--- src/rtl/multicycle_control_fsm_if.sv ---
// Control bundle between the multicycle control FSM (slave side) and the
// datapath/memory (master side).
interface multicycle_control_fsm_if;
  logic [5:0] Opcode;
  logic       MemReady;
  logic [2:0] ALUOp;
  logic       PCWrite;
  logic       PCWriteCond;
  logic       IorD;
  logic       MemRead;
  logic       MemWrite;
  logic       IRWrite;
  logic       MemtoReg;
  logic       RegDst;
  logic       RegWrite;
  logic       ALUSrcA;
  logic [1:0] ALUSrcB;
  logic [1:0] PCSource;
  logic [3:0] State;
  logic       Illegal;

  modport slave (
    input  Opcode, MemReady,
    output ALUOp, PCWrite, PCWriteCond, IorD, MemRead, MemWrite, IRWrite,
           MemtoReg, RegDst, RegWrite, ALUSrcA, ALUSrcB, PCSource, State, Illegal
  );

  modport master (
    output Opcode, MemReady,
    input  ALUOp, PCWrite, PCWriteCond, IorD, MemRead, MemWrite, IRWrite,
           MemtoReg, RegDst, RegWrite, ALUSrcA, ALUSrcB, PCSource, State, Illegal
  );
endinterface

--- src/rtl/multicycle_control_fsm.sv ---
// Multicycle MIPS-style control FSM. Strobes are registered from the next state,
// so they line up with State; only the FETCH MemReady qualification and the
// DECODE illegal-opcode pulse look at live inputs.
module multicycle_control_fsm (
  input logic                      clk,
  input logic                      rst_n,
  multicycle_control_fsm_if.slave  ctrl_if
);

  typedef enum logic [3:0] {
    S_IDLE   = 4'd0,  S_FETCH  = 4'd1,  S_DECODE = 4'd2,  S_MEMADR = 4'd3,
    S_MEMRD  = 4'd4,  S_MEMWB  = 4'd5,  S_MEMWR  = 4'd6,  S_EXEC   = 4'd7,
    S_RWB    = 4'd8,  S_BRANCH = 4'd9,  S_JUMP   = 4'd10, S_IEXEC  = 4'd11,
    S_IWB    = 4'd12
  } state_t;

  localparam logic [5:0] OP_RTYPE = 6'b000000;
  localparam logic [5:0] OP_LW    = 6'b100011;
  localparam logic [5:0] OP_SW    = 6'b101011;
  localparam logic [5:0] OP_BEQ   = 6'b000100;
  localparam logic [5:0] OP_J     = 6'b000010;
  localparam logic [5:0] OP_ADDI  = 6'b001000;
  localparam logic [5:0] OP_ANDI  = 6'b001100;
  localparam logic [5:0] OP_ORI   = 6'b001101;
  localparam logic [5:0] OP_SLTI  = 6'b001010;

  typedef struct packed {
    logic [2:0] alu_op;
    logic [1:0] alu_src_b;
    logic [1:0] pc_source;
    logic       pc_write;
    logic       pc_write_cond;
    logic       i_or_d;
    logic       mem_read;
    logic       mem_write;
    logic       mem_to_reg;
    logic       reg_dst;
    logic       reg_write;
    logic       alu_src_a;
  } ctrl_t;

  function automatic logic [2:0] imm_alu_op(input logic [5:0] op);
    logic [2:0] alu;
    case (op)
      OP_ANDI: alu = 3'b011;
      OP_ORI:  alu = 3'b100;
      OP_SLTI: alu = 3'b101;
      default: alu = 3'b000;
    endcase
    return alu;
  endfunction

  function automatic logic is_legal(input logic [5:0] op);
    logic ok;
    case (op)
      OP_RTYPE, OP_LW, OP_SW, OP_BEQ, OP_J,
      OP_ADDI, OP_ANDI, OP_ORI, OP_SLTI: ok = 1'b1;
      default:                           ok = 1'b0;
    endcase
    return ok;
  endfunction

  // FETCH's IRWrite and MemReady-dependent PCWrite are added outside this table.
  function automatic ctrl_t decode_ctrl(input state_t s, input logic [5:0] op);
    ctrl_t c;
    c = '0;
    case (s)
      S_FETCH: begin
        c.mem_read  = 1'b1;
        c.alu_src_b = 2'b01;
      end
      S_DECODE: c.alu_src_b = 2'b11;
      S_MEMADR: begin
        c.alu_src_a = 1'b1;
        c.alu_src_b = 2'b10;
      end
      S_MEMRD: begin
        c.mem_read = 1'b1;
        c.i_or_d   = 1'b1;
      end
      S_MEMWB: begin
        c.mem_to_reg = 1'b1;
        c.reg_write  = 1'b1;
      end
      S_MEMWR: begin
        c.mem_write = 1'b1;
        c.i_or_d    = 1'b1;
      end
      S_EXEC: begin
        c.alu_src_a = 1'b1;
        c.alu_op    = 3'b010;
      end
      S_RWB: begin
        c.reg_dst   = 1'b1;
        c.reg_write = 1'b1;
      end
      S_BRANCH: begin
        c.alu_src_a     = 1'b1;
        c.alu_op        = 3'b001;
        c.pc_write_cond = 1'b1;
        c.pc_source     = 2'b01;
      end
      S_JUMP: begin
        c.pc_write  = 1'b1;
        c.pc_source = 2'b10;
      end
      S_IEXEC: begin
        c.alu_src_a = 1'b1;
        c.alu_src_b = 2'b10;
        c.alu_op    = imm_alu_op(op);
      end
      S_IWB:   c.reg_write = 1'b1;
      default: c = '0;
    endcase
    return c;
  endfunction

  state_t     r_state;
  logic [5:0] r_opcode;
  ctrl_t      r_ctrl;

  state_t     w_next;
  logic [5:0] w_opcode_next;
  logic       w_fetch_ready;

  // Next-state selection and the opcode value that will be latched this edge.
  always_comb begin
    w_next        = S_IDLE;
    w_opcode_next = r_opcode;
    if (r_state == S_DECODE) begin
      w_opcode_next = ctrl_if.Opcode;
    end else begin
      w_opcode_next = r_opcode;
    end
    case (r_state)
      S_IDLE:  w_next = S_FETCH;
      S_FETCH: w_next = ctrl_if.MemReady ? S_DECODE : S_FETCH;
      S_DECODE: begin
        case (ctrl_if.Opcode)
          OP_LW, OP_SW:                       w_next = S_MEMADR;
          OP_RTYPE:                           w_next = S_EXEC;
          OP_BEQ:                             w_next = S_BRANCH;
          OP_J:                               w_next = S_JUMP;
          OP_ADDI, OP_ANDI, OP_ORI, OP_SLTI:  w_next = S_IEXEC;
          default:                            w_next = S_FETCH;
        endcase
      end
      // Only lw and sw reach MEMADR, so anything but sw means a load.
      S_MEMADR: w_next = (r_opcode == OP_SW) ? S_MEMWR : S_MEMRD;
      S_MEMRD:  w_next = ctrl_if.MemReady ? S_MEMWB : S_MEMRD;
      S_MEMWB:  w_next = S_FETCH;
      S_MEMWR:  w_next = ctrl_if.MemReady ? S_FETCH : S_MEMWR;
      S_EXEC:   w_next = S_RWB;
      S_RWB:    w_next = S_FETCH;
      S_BRANCH: w_next = S_FETCH;
      S_JUMP:   w_next = S_FETCH;
      S_IEXEC:  w_next = S_IWB;
      S_IWB:    w_next = S_FETCH;
      default:  w_next = S_IDLE;
    endcase
  end

  // State, latched opcode and registered strobes; reset clears all at once.
  always_ff @(posedge clk or negedge rst_n) begin
    if (!rst_n) begin
      r_state  <= S_IDLE;
      r_opcode <= 6'b000000;
      r_ctrl   <= '0;
    end else begin
      r_state  <= w_next;
      r_opcode <= w_opcode_next;
      r_ctrl   <= decode_ctrl(w_next, w_opcode_next);
    end
  end

  assign w_fetch_ready = (r_state == S_FETCH) & ctrl_if.MemReady;

  assign ctrl_if.ALUOp       = r_ctrl.alu_op;
  assign ctrl_if.ALUSrcB     = r_ctrl.alu_src_b;
  assign ctrl_if.PCSource    = r_ctrl.pc_source;
  assign ctrl_if.PCWrite     = r_ctrl.pc_write | w_fetch_ready;
  assign ctrl_if.PCWriteCond = r_ctrl.pc_write_cond;
  assign ctrl_if.IorD        = r_ctrl.i_or_d;
  assign ctrl_if.MemRead     = r_ctrl.mem_read;
  assign ctrl_if.MemWrite    = r_ctrl.mem_write;
  assign ctrl_if.IRWrite     = w_fetch_ready;
  assign ctrl_if.MemtoReg    = r_ctrl.mem_to_reg;
  assign ctrl_if.RegDst      = r_ctrl.reg_dst;
  assign ctrl_if.RegWrite    = r_ctrl.reg_write;
  assign ctrl_if.ALUSrcA     = r_ctrl.alu_src_a;
  assign ctrl_if.State       = r_state;
  assign ctrl_if.Illegal     = (r_state == S_DECODE) & ~is_legal(ctrl_if.Opcode);

endmodule

--- src/flat_wrapper.sv ---
// flat-port wrapper written by rule: the top's interface ports become plain ports
module multicycle_control_fsm_flat 
  (clk, rst_n, ctrl_if_Opcode, ctrl_if_MemReady, ctrl_if_ALUOp, ctrl_if_PCWrite, ctrl_if_PCWriteCond, ctrl_if_IorD, ctrl_if_MemRead, ctrl_if_MemWrite, ctrl_if_IRWrite, ctrl_if_MemtoReg, ctrl_if_RegDst, ctrl_if_RegWrite, ctrl_if_ALUSrcA, ctrl_if_ALUSrcB, ctrl_if_PCSource, ctrl_if_State, ctrl_if_Illegal);
  multicycle_control_fsm_if ctrl_if_i ();
  input logic clk;
  input logic rst_n;
  input wire logic [$bits(ctrl_if_i.Opcode)-1:0] ctrl_if_Opcode;
  input wire logic [$bits(ctrl_if_i.MemReady)-1:0] ctrl_if_MemReady;
  output wire logic [$bits(ctrl_if_i.ALUOp)-1:0] ctrl_if_ALUOp;
  output wire logic [$bits(ctrl_if_i.PCWrite)-1:0] ctrl_if_PCWrite;
  output wire logic [$bits(ctrl_if_i.PCWriteCond)-1:0] ctrl_if_PCWriteCond;
  output wire logic [$bits(ctrl_if_i.IorD)-1:0] ctrl_if_IorD;
  output wire logic [$bits(ctrl_if_i.MemRead)-1:0] ctrl_if_MemRead;
  output wire logic [$bits(ctrl_if_i.MemWrite)-1:0] ctrl_if_MemWrite;
  output wire logic [$bits(ctrl_if_i.IRWrite)-1:0] ctrl_if_IRWrite;
  output wire logic [$bits(ctrl_if_i.MemtoReg)-1:0] ctrl_if_MemtoReg;
  output wire logic [$bits(ctrl_if_i.RegDst)-1:0] ctrl_if_RegDst;
  output wire logic [$bits(ctrl_if_i.RegWrite)-1:0] ctrl_if_RegWrite;
  output wire logic [$bits(ctrl_if_i.ALUSrcA)-1:0] ctrl_if_ALUSrcA;
  output wire logic [$bits(ctrl_if_i.ALUSrcB)-1:0] ctrl_if_ALUSrcB;
  output wire logic [$bits(ctrl_if_i.PCSource)-1:0] ctrl_if_PCSource;
  output wire logic [$bits(ctrl_if_i.State)-1:0] ctrl_if_State;
  output wire logic [$bits(ctrl_if_i.Illegal)-1:0] ctrl_if_Illegal;
  assign ctrl_if_i.Opcode = ctrl_if_Opcode;
  assign ctrl_if_i.MemReady = ctrl_if_MemReady;
  assign ctrl_if_ALUOp = ctrl_if_i.ALUOp;
  assign ctrl_if_PCWrite = ctrl_if_i.PCWrite;
  assign ctrl_if_PCWriteCond = ctrl_if_i.PCWriteCond;
  assign ctrl_if_IorD = ctrl_if_i.IorD;
  assign ctrl_if_MemRead = ctrl_if_i.MemRead;
  assign ctrl_if_MemWrite = ctrl_if_i.MemWrite;
  assign ctrl_if_IRWrite = ctrl_if_i.IRWrite;
  assign ctrl_if_MemtoReg = ctrl_if_i.MemtoReg;
  assign ctrl_if_RegDst = ctrl_if_i.RegDst;
  assign ctrl_if_RegWrite = ctrl_if_i.RegWrite;
  assign ctrl_if_ALUSrcA = ctrl_if_i.ALUSrcA;
  assign ctrl_if_ALUSrcB = ctrl_if_i.ALUSrcB;
  assign ctrl_if_PCSource = ctrl_if_i.PCSource;
  assign ctrl_if_State = ctrl_if_i.State;
  assign ctrl_if_Illegal = ctrl_if_i.Illegal;
  multicycle_control_fsm u_core (.clk(clk), .rst_n(rst_n), .ctrl_if(ctrl_if_i));
endmodule
--- config.mk ---
export PLATFORM = sky130hd
export DESIGN_NAME = multicycle_control_fsm_flat
export DESIGN_NICKNAME = d
export VERILOG_FILES = /design/src/rtl/multicycle_control_fsm_if.sv /design/src/rtl/multicycle_control_fsm.sv /design/src/flat_wrapper.sv
export SDC_FILE = /design/constraint.sdc
export NUM_CORES = 1
export LEC_CHECK = 0
export CORE_MARGIN = 3
export CORE_UTILIZATION = 44
export DETAILED_ROUTE_END_ITERATION = 6
export GPL_ROUTABILITY_DRIVEN = 0
export GPL_TIMING_DRIVEN = 1
export PLACE_DENSITY = 0.73
export SLEW_MARGIN = 20
export SYNTH_ARGS = -nofsm -noshare
export SYNTH_HDL_FRONTEND = slang
export SYNTH_SLANG_ARGS = --single-unit
--- constraint.sdc ---
create_clock -name clk -period 2.2 [get_ports clk]
set_clock_uncertainty 0.2 [all_clocks]
set_input_delay 0.33 -clock clk [delete_from_list [all_inputs] [get_ports clk]]
set_output_delay 0.33 -clock clk [all_outputs]
set_load 0.1 [all_outputs]
==> results.py, run 1 <==
metrics = {
    "setup_path": {
        "reg2reg_to": "u_core.ctrl_if.ALUOp[1]",
        "worst_setup_path_start_kind": "register",
        "path_class": "reg -> reg",
        "slowest_stage": "dfrtp_4",
        "crit_path_end_kind": "register",
        "path_max_fanout": 8,
        "cp_num_buf_inv": 2,
        "cp.arrival_ps": 2150,
        "cp_cell_sequence": "nor4b_4 -> buf_6 -> buf_4 -> nor4_2 -> a31oi_1 -> or3_1 -> o31ai_2",
        "r2r_cells": 7,
        "crit_required_ps": 2210,
        "ff2ff_setup_slack_ps": 60,
        "cpLargestDelayFamily": "simple AND/OR/NAND/NOR gates",
        "max_stage_delay_ps": 510,
        "r2r-start": "u_core.ctrl_if.State[1]",
    },
    "drt": {
        "wl_per_cell_microns": 14.97,
        "vias_per_cell": 5.536,
        "drc": 0,
        "drt_iter0_drc": 38,
        "wl_microns": 2904,
        "antenna_left": 0,
        "via_count": 1074,
        "dr.pass1.iters": 4,
    },
    "power": {
        "cellLeakagePower_nw": 0.8498,
        "cellPowerDensity_nw_per_um2": 1365,
        "vdd_drop_max_v": 0.001345,
    },
    "grt": {
        "use_met1_pct": 21.47,
        "grt_max_degree": 26,
        "grtUsageMet3_pct": 2.808,
        "grt_pass1_wl_microns": 4754,
        "top_usage_layer": "met2",
        "overflow": 0,
        "grt_pass1_vias": 1056,
        "use_met2_pct": 31.02,
        "groute.usage.overall_pct": 17.70,
        "grt_antenna_before_repair": 0,
    },
    "synth": {
        "yosys.area_share.simple_pct": 24.78,
        "yosys_warnings": 0,
        "synth_cell_types": 36,
        "synth_area_sq_um": 1282,
        "synth_top_family_by_area": "simple AND/OR/NAND/NOR gates",
        "synth_top_cell_by_area": "dfrtp_1",
        "syn_inst": 117,
        "yosys-top-cells-area": "dfrtp_1 49%, buf_4 4.7%, mux2_2 3.5%, nor2b_1 2.9%, nand4b_1 2.0%",
        "yosys.area_share.adder_pct": 0,
        "synth_mux_area_share_pct": 5.073,
        "synth_top_area_share_pct": 48.78,
        "syn_nets": 126,
        "avgSynthCellArea_sq_um": 10.96,
        "synth-seq-cells": 25,
        "yosysSeqAreaShare_pct": 48.78,
        "synthXorXnorAreaFrac_pct": 1.366,
        "synth_compound_area_share_pct": 11.80,
    },
    "place": {
        "io_buffers": 30,
        "dpl.hpwl_microns": 2205,
        "placedInstanceArea_sq_um": 1717,
        "dp.cells": 190,
    },
    "clock_tree": {
        "cts_buffer_depth": 2,
        "cts-htree-levels": 1,
        "cts.sinks": 25,
        "cts_buffers": 3,
        "clock_latency_ps": 310,
        "clk_pin_slew_worst_paths_ps": 130,
        "tritoncts": "done",
        "root_buffer": "clkbuf_4",
    },
    "run_status": {
        "status": "finished, final reports clean",
    },
    "floorplanning": {
        "die-height_microns": 59.99,
        "pin_count": 31,
        "num_rows": 18,
        "dieArea_sq_um": 3599,
        "die_w_microns": 59.99,
        "coreArea_sq_um": 2613,
        "start_util_pct": 49.09,
    },
    "sta": {
        "min_period_ps": 2135,
        "worst_pin_slew_ps": 461.6,
        "finalMaxSlewViolations": 0,
        "clock.fmax_mhz": 468.4,
        "relSlewSlack_pct": 69.23,
        "final-hold-violation-count": 0,
        "setup_viol": 0,
        "finalCritPeriodShare_pct": 97.05,
        "rsz0062_at_grt": "false",
    },
    "layout": {
        "n_antenna_cell": 0,
        "final_area_sq_um": 1797,
        "drive_above_1_share_pct": 44.51,
        "fin_cells": 194,
        "final_common_cell": "buf_4",
        "nets": 174,
        "layout_common_cells": "41 x buf_4, 21 x dfrtp_1, 5 x inv_1",
        "area.growth.synth_to_final_pct": 40.10,
    },
    "min_path": {
        "hold_path_class": "in -> async",
    },
    "job": {
        "max_cap_violations": 0,
    },
}
==> worst max-delay path by stage <==
stage | startpoint | end | slack, ps | cells past startpoint
floorplan | u_core.ctrl_if.State[0] | ctrl_if_Illegal | -160 | 4
global placement | ctrl_if_Opcode[0] | u_core.ctrl_if.MemWrite | -150 | 7
detailed placement | ctrl_if_Opcode[2] | u_core.ctrl_if.ALUOp[1] | -150 | 7
CTS | u_core.ctrl_if.State[1] | u_core.ctrl_if.ALUOp[1] | 10 | 7
global route | u_core.ctrl_if.State[1] | ctrl_if_PCWrite | 6 | 5
finish | u_core.ctrl_if.State[1] | u_core.ctrl_if.ALUOp[1] | 60 | 7
==> worst reg2reg max path: cells and delay by family, from the launching register on <==
family,cells,cell delay [ps]
AO/OA/AOI/OAI,2,330
buffers and inverters,2,290
AND/OR/NAND/NOR,3,720
flip-flops,1,510
==> synthesized netlist by cell type, drive strengths merged <==
| library cell | instances |
|---|---|
| or2 | 2 |
| nand4 | 1 |
| a211oi | 1 |
| nand4b | 3 |
| o31ai | 3 |
| a21oi | 2 |
| dfrtp | 25 |
| buf | 10 |
| mux2i | 2 |
| or3 | 4 |
| nor3 | 2 |
| and3 | 3 |
| mux2 | 4 |
| o21bai | 1 |
| a31oi | 4 |
| a21o | 2 |
| and2 | 2 |
| nand4bb | 1 |
| nand3 | 2 |
| nor4 | 3 |
| nor3b | 2 |
| nand2 | 4 |
| nor4b | 1 |
| a221o | 1 |
| nor2 | 5 |
| a211o | 1 |
| o211ai | 2 |
| and4 | 1 |
| nor2b | 6 |
| o21ai | 2 |
| xor2 | 2 |
| or4bb | 2 |
| nand2b | 4 |
| inv | 6 |
| a221oi | 1 |
==> kinds of logic after synthesis <==
| group | after synthesis |
|---|---|
| AOI/OAI and AO/OA | 20 |
| and+or+nand+nor | 48 |
| xor gates and xnor gates | 2 |
| muxes | 6 |
| DFF | 25 |
| buffers and inverters | 16 |
==> repair_timing <==
item | in CTS | in global routing
hold buffers | 0 | 0
setup endpoints to repair | 4 | 5
pin swaps | 1 | 0
setup buffers | 0 | 0
gates resized for setup | 7 | 8
==> area by class of cell <==
| class | count | area [sq um] |
|---|---|---|
| inverter | 6 | 26.28 |
| tap | 30 | 37.54 |
| multi-input combinational | 76 | 611.8 |
| timing repair buffer | 53 | 457.9 |
| sequential | 25 | 635.6 |
| clock buffer | 3 | 22.52 |
| fill | 220 | 815.8 |
| clock inverter | 1 | 5.005 |
==> flip-flops by register name (all words and copies together), names as in the netlist <==
name                     count
u_core.r_ctrl                1
u_core.ctrl_if.MemtoReg      1
u_core.ctrl_if.IorD          1
u_core.ctrl_if.State         4
u_core.ctrl_if.MemRead       1
u_core.ctrl_if.ALUSrcB       2
u_core.ctrl_if.ALUSrcA       1
u_core.ctrl_if.RegDst        1
u_core.ctrl_if.PCSource      2
u_core.ctrl_if.ALUOp         3
u_core.ctrl_if.MemWrite      1
u_core.r_opcode              6
u_core.ctrl_if.RegWrite      1
==> per-layer routing <==
layer	wire length, microns	part of all wire, %	vias to the layer above
li1	-	-	518
met1	1194	41	534
met2	1566	54	20
met3	128	4.4	2
met4	15	0.52	0
met5	0	0	-
==> power by group <==
part           internal, mW  switching, mW
registers             0.600         0.0774
logic                 0.501           1.08
clock network        0.0679          0.130
total                  1.17           1.28
==> per-stage QoR <==
stage	setup TNS (ps)	hold slack, ps	total power [mW]	setup slack (ps)	utilization (%)
after global routing	0	167.6	2.576	5.796	68.77
after detailed placement	-704.3	293.4	2.224	-146.2	65.71
after global placement	-551.1	279.2	2.205	-151.2	65.71
final	0	158.2	2.453	64.90	68.77
after floorplan	-419.7	-165.6	1.810	-155.1	-
after CTS	0	166.4	2.432	11.90	67.34
Power figures use the tool's default switching activity.
==> inputs of run 2 (changes only) <==
==> constraint.sdc (replaced) <==
create_clock -name clk -period 2.2 [get_ports clk]
set_clock_uncertainty 0.2 [all_clocks]
set_input_delay 0.66 -clock clk [delete_from_list [all_inputs] [get_ports clk]]
set_output_delay 0.66 -clock clk [all_outputs]
set_load 0.1 [all_outputs]
==> results.py, run 2 (synthesis results as in run 1) <==
metrics = {
    "setup_path": {
        "crit_path_end_kind": "output pin",
        "worstSetupStartpoint": "u_core.ctrl_if.State[3]",
        "max_stage_delay_ps": 530,
        "reg2reg_to": "u_core.ctrl_if.ALUOp[1]",
        "crit_required_ps": 1340,
        "r2r_cells": 5,
        "ff2ff_setup_slack_ps": -130,
        "cp_cell_sequence": "nor4b_4 -> nor2b_4 -> buf_12",
        "slowest_stage": "dfrtp_4",
        "r2r-start": "u_core.ctrl_if.State[3]",
        "path_max_fanout": 4,
        "cp.arrival_ps": 1670,
        "path_class": "reg -> out",
        "worst_setup_path_start_kind": "register",
    },
    "sta": {
        "relSlewSlack_pct": 68.92,
        "clock.fmax_mhz": 394.5,
        "worst_slack_ps": -334.7,
        "final-hold-violation-count": 0,
        "setup_viol": 10,
        "min_period_ps": 2535,
        "worst_pin_slew_ps": 466.2,
        "finalMaxSlewViolations": 0,
        "finalCritPeriodShare_pct": 115.2,
        "rsz0062_at_grt": "true",
    },
    "layout": {
        "area.growth.synth_to_final_pct": 76.39,
        "final_common_cell": "buf_4",
        "largest_reg_flops": 6,
        "n_antenna_cell": 0,
        "top_register": "u_core.r_opcode",
        "layout_common_cells": "33 x buf_4, 22 x buf_12, 21 x dfrtp_1",
        "nets": 189,
        "drive_above_1_share_pct": 56.42,
        "final_util_pct": 86.59,
    },
    "grt": {
        "grt_max_degree": 26,
        "grt_antenna_before_repair": 0,
        "overflow": 0,
        "groute.usage.overall_pct": 23.00,
        "grt_pass1_wl_microns": 6037,
        "grt_pass1_vias": 1277,
    },
    "drt": {
        "drt_iter0_drc": 56,
        "wl_microns": 4102,
        "via_count": 1244,
        "dr.pass1.iters": 4,
        "vias_per_cell": 5.952,
        "wl_per_cell_microns": 19.63,
        "antenna_left": 0,
        "drc": 0,
    },
    "min_path": {
        "holdCritStartpoint": "u_core.r_opcode[4]",
        "holdPathEnd": "u_core.r_opcode[4]",
        "hold_path_class": "reg -> reg",
        "whs_path_depth": 1,
    },
    "floorplanning": {
        "pin_count": 31,
        "die-height_microns": 59.99,
        "num_rows": 18,
        "dieArea_sq_um": 3599,
        "die_w_microns": 59.99,
        "coreArea_sq_um": 2613,
        "start_util_pct": 49.09,
    },
    "power": {
        "vdd_drop_max_v": 0.001750,
        "cellPowerDensity_nw_per_um2": 1377,
        "cellLeakagePower_nw": 1.001,
        "finalPower_mw": 3.115,
    },
    "run_status": {
        "status": "finished, violations left",
        "violations": "negative setup slack",
    },
    "clock_tree": {
        "cts_buffer_depth": 2,
        "cts-htree-levels": 1,
        "clock_latency_ps": 340,
        "cts_buffers": 3,
        "tritoncts": "done",
        "clk_pin_slew_worst_paths_ps": 150,
        "cts.sinks": 25,
        "root_buffer": "clkbuf_4",
        "cts_hold_buf": 0,
    },
    "job": {
        "max_cap_violations": 0,
    },
    "place": {
        "dpl_worst_slack_ps": -703.4,
        "io_buffers": 30,
        "dpl.hpwl_microns": 2400,
    },
}
==> run 2: changes by cell type in the layout (fill, tap and decap cells not counted), sizes merged <==
| cell | change |
|---|---|
| buf | +19 |
| clkdlybuf4s50 | -3 |
| dlymetal6s2s | -1 |
==> run 2: layout make-up <==
class                      count  area (sq um)
multi-input combinational     76         728.2
tap                           30         37.54
fill                         114         350.3
inverter                       6         26.28
clock inverter                 1         5.005
sequential                    25         638.1
clock buffer                   3         22.52
timing repair buffer          68         804.5
==> run 2: worst max-delay path: cells and delay by family, from the launching register on <==
family	cells	cell delay, ps
AND/OR/NAND/NOR	2	630
flip-flops	1	530
buffers and inverters	1	180
==> run 2: power by group <==
| group | total (mW) | switching, mW | internal (mW) |
|---|---|---|---|
| logic | 2.15 | 1.23 | 0.924 |
| clock network | 0.224 | 0.156 | 0.0685 |
| registers | 0.739 | 0.136 | 0.603 |
| total | 3.11 | 1.52 | 1.60 |
==> run 2: what timing repair did <==
action,CTS,global route
gates resized for setup,41,14
setup endpoints to repair,13,12
pin swaps,10,7
buffers inserted,5,6
endpoints found under the hold margin,0,0
==> run 2: worst max path at each step <==
stage	to	slack, ps	depth (start not counted)
floorplan	ctrl_if_Illegal	-480	4
global placement	ctrl_if_Illegal	-680	6
detailed placement	ctrl_if_Illegal	-700	6
CTS	ctrl_if_Illegal	-270	3
global route	ctrl_if_Illegal	-390	3
finish	ctrl_if_Illegal	-330	3
==> run 2: through the flow <==
stage	hold WS, ps	TNS (ps)	area (sq um)	cells
CTS	318.5	-648.7	2146	204
global route	335.4	-1995	2262	209
finish	329.1	-1340	2262	209
detailed placement	288.5	-7508	1999	195
global placement	280.1	-6673	1999	195
floorplan	164.4	-1137	1314	117
==> run 2: per-layer routing <==
metal	routed length, microns	global-route usage (%)	part of all wire, %	vias up
met2	2175	42.75	53	82
met4	160	12.34	3.9	0
li1	-	-	-	542
met5	0	0	0	-
met1	1494	25.00	36	602
met3	272	2.592	6.6	18
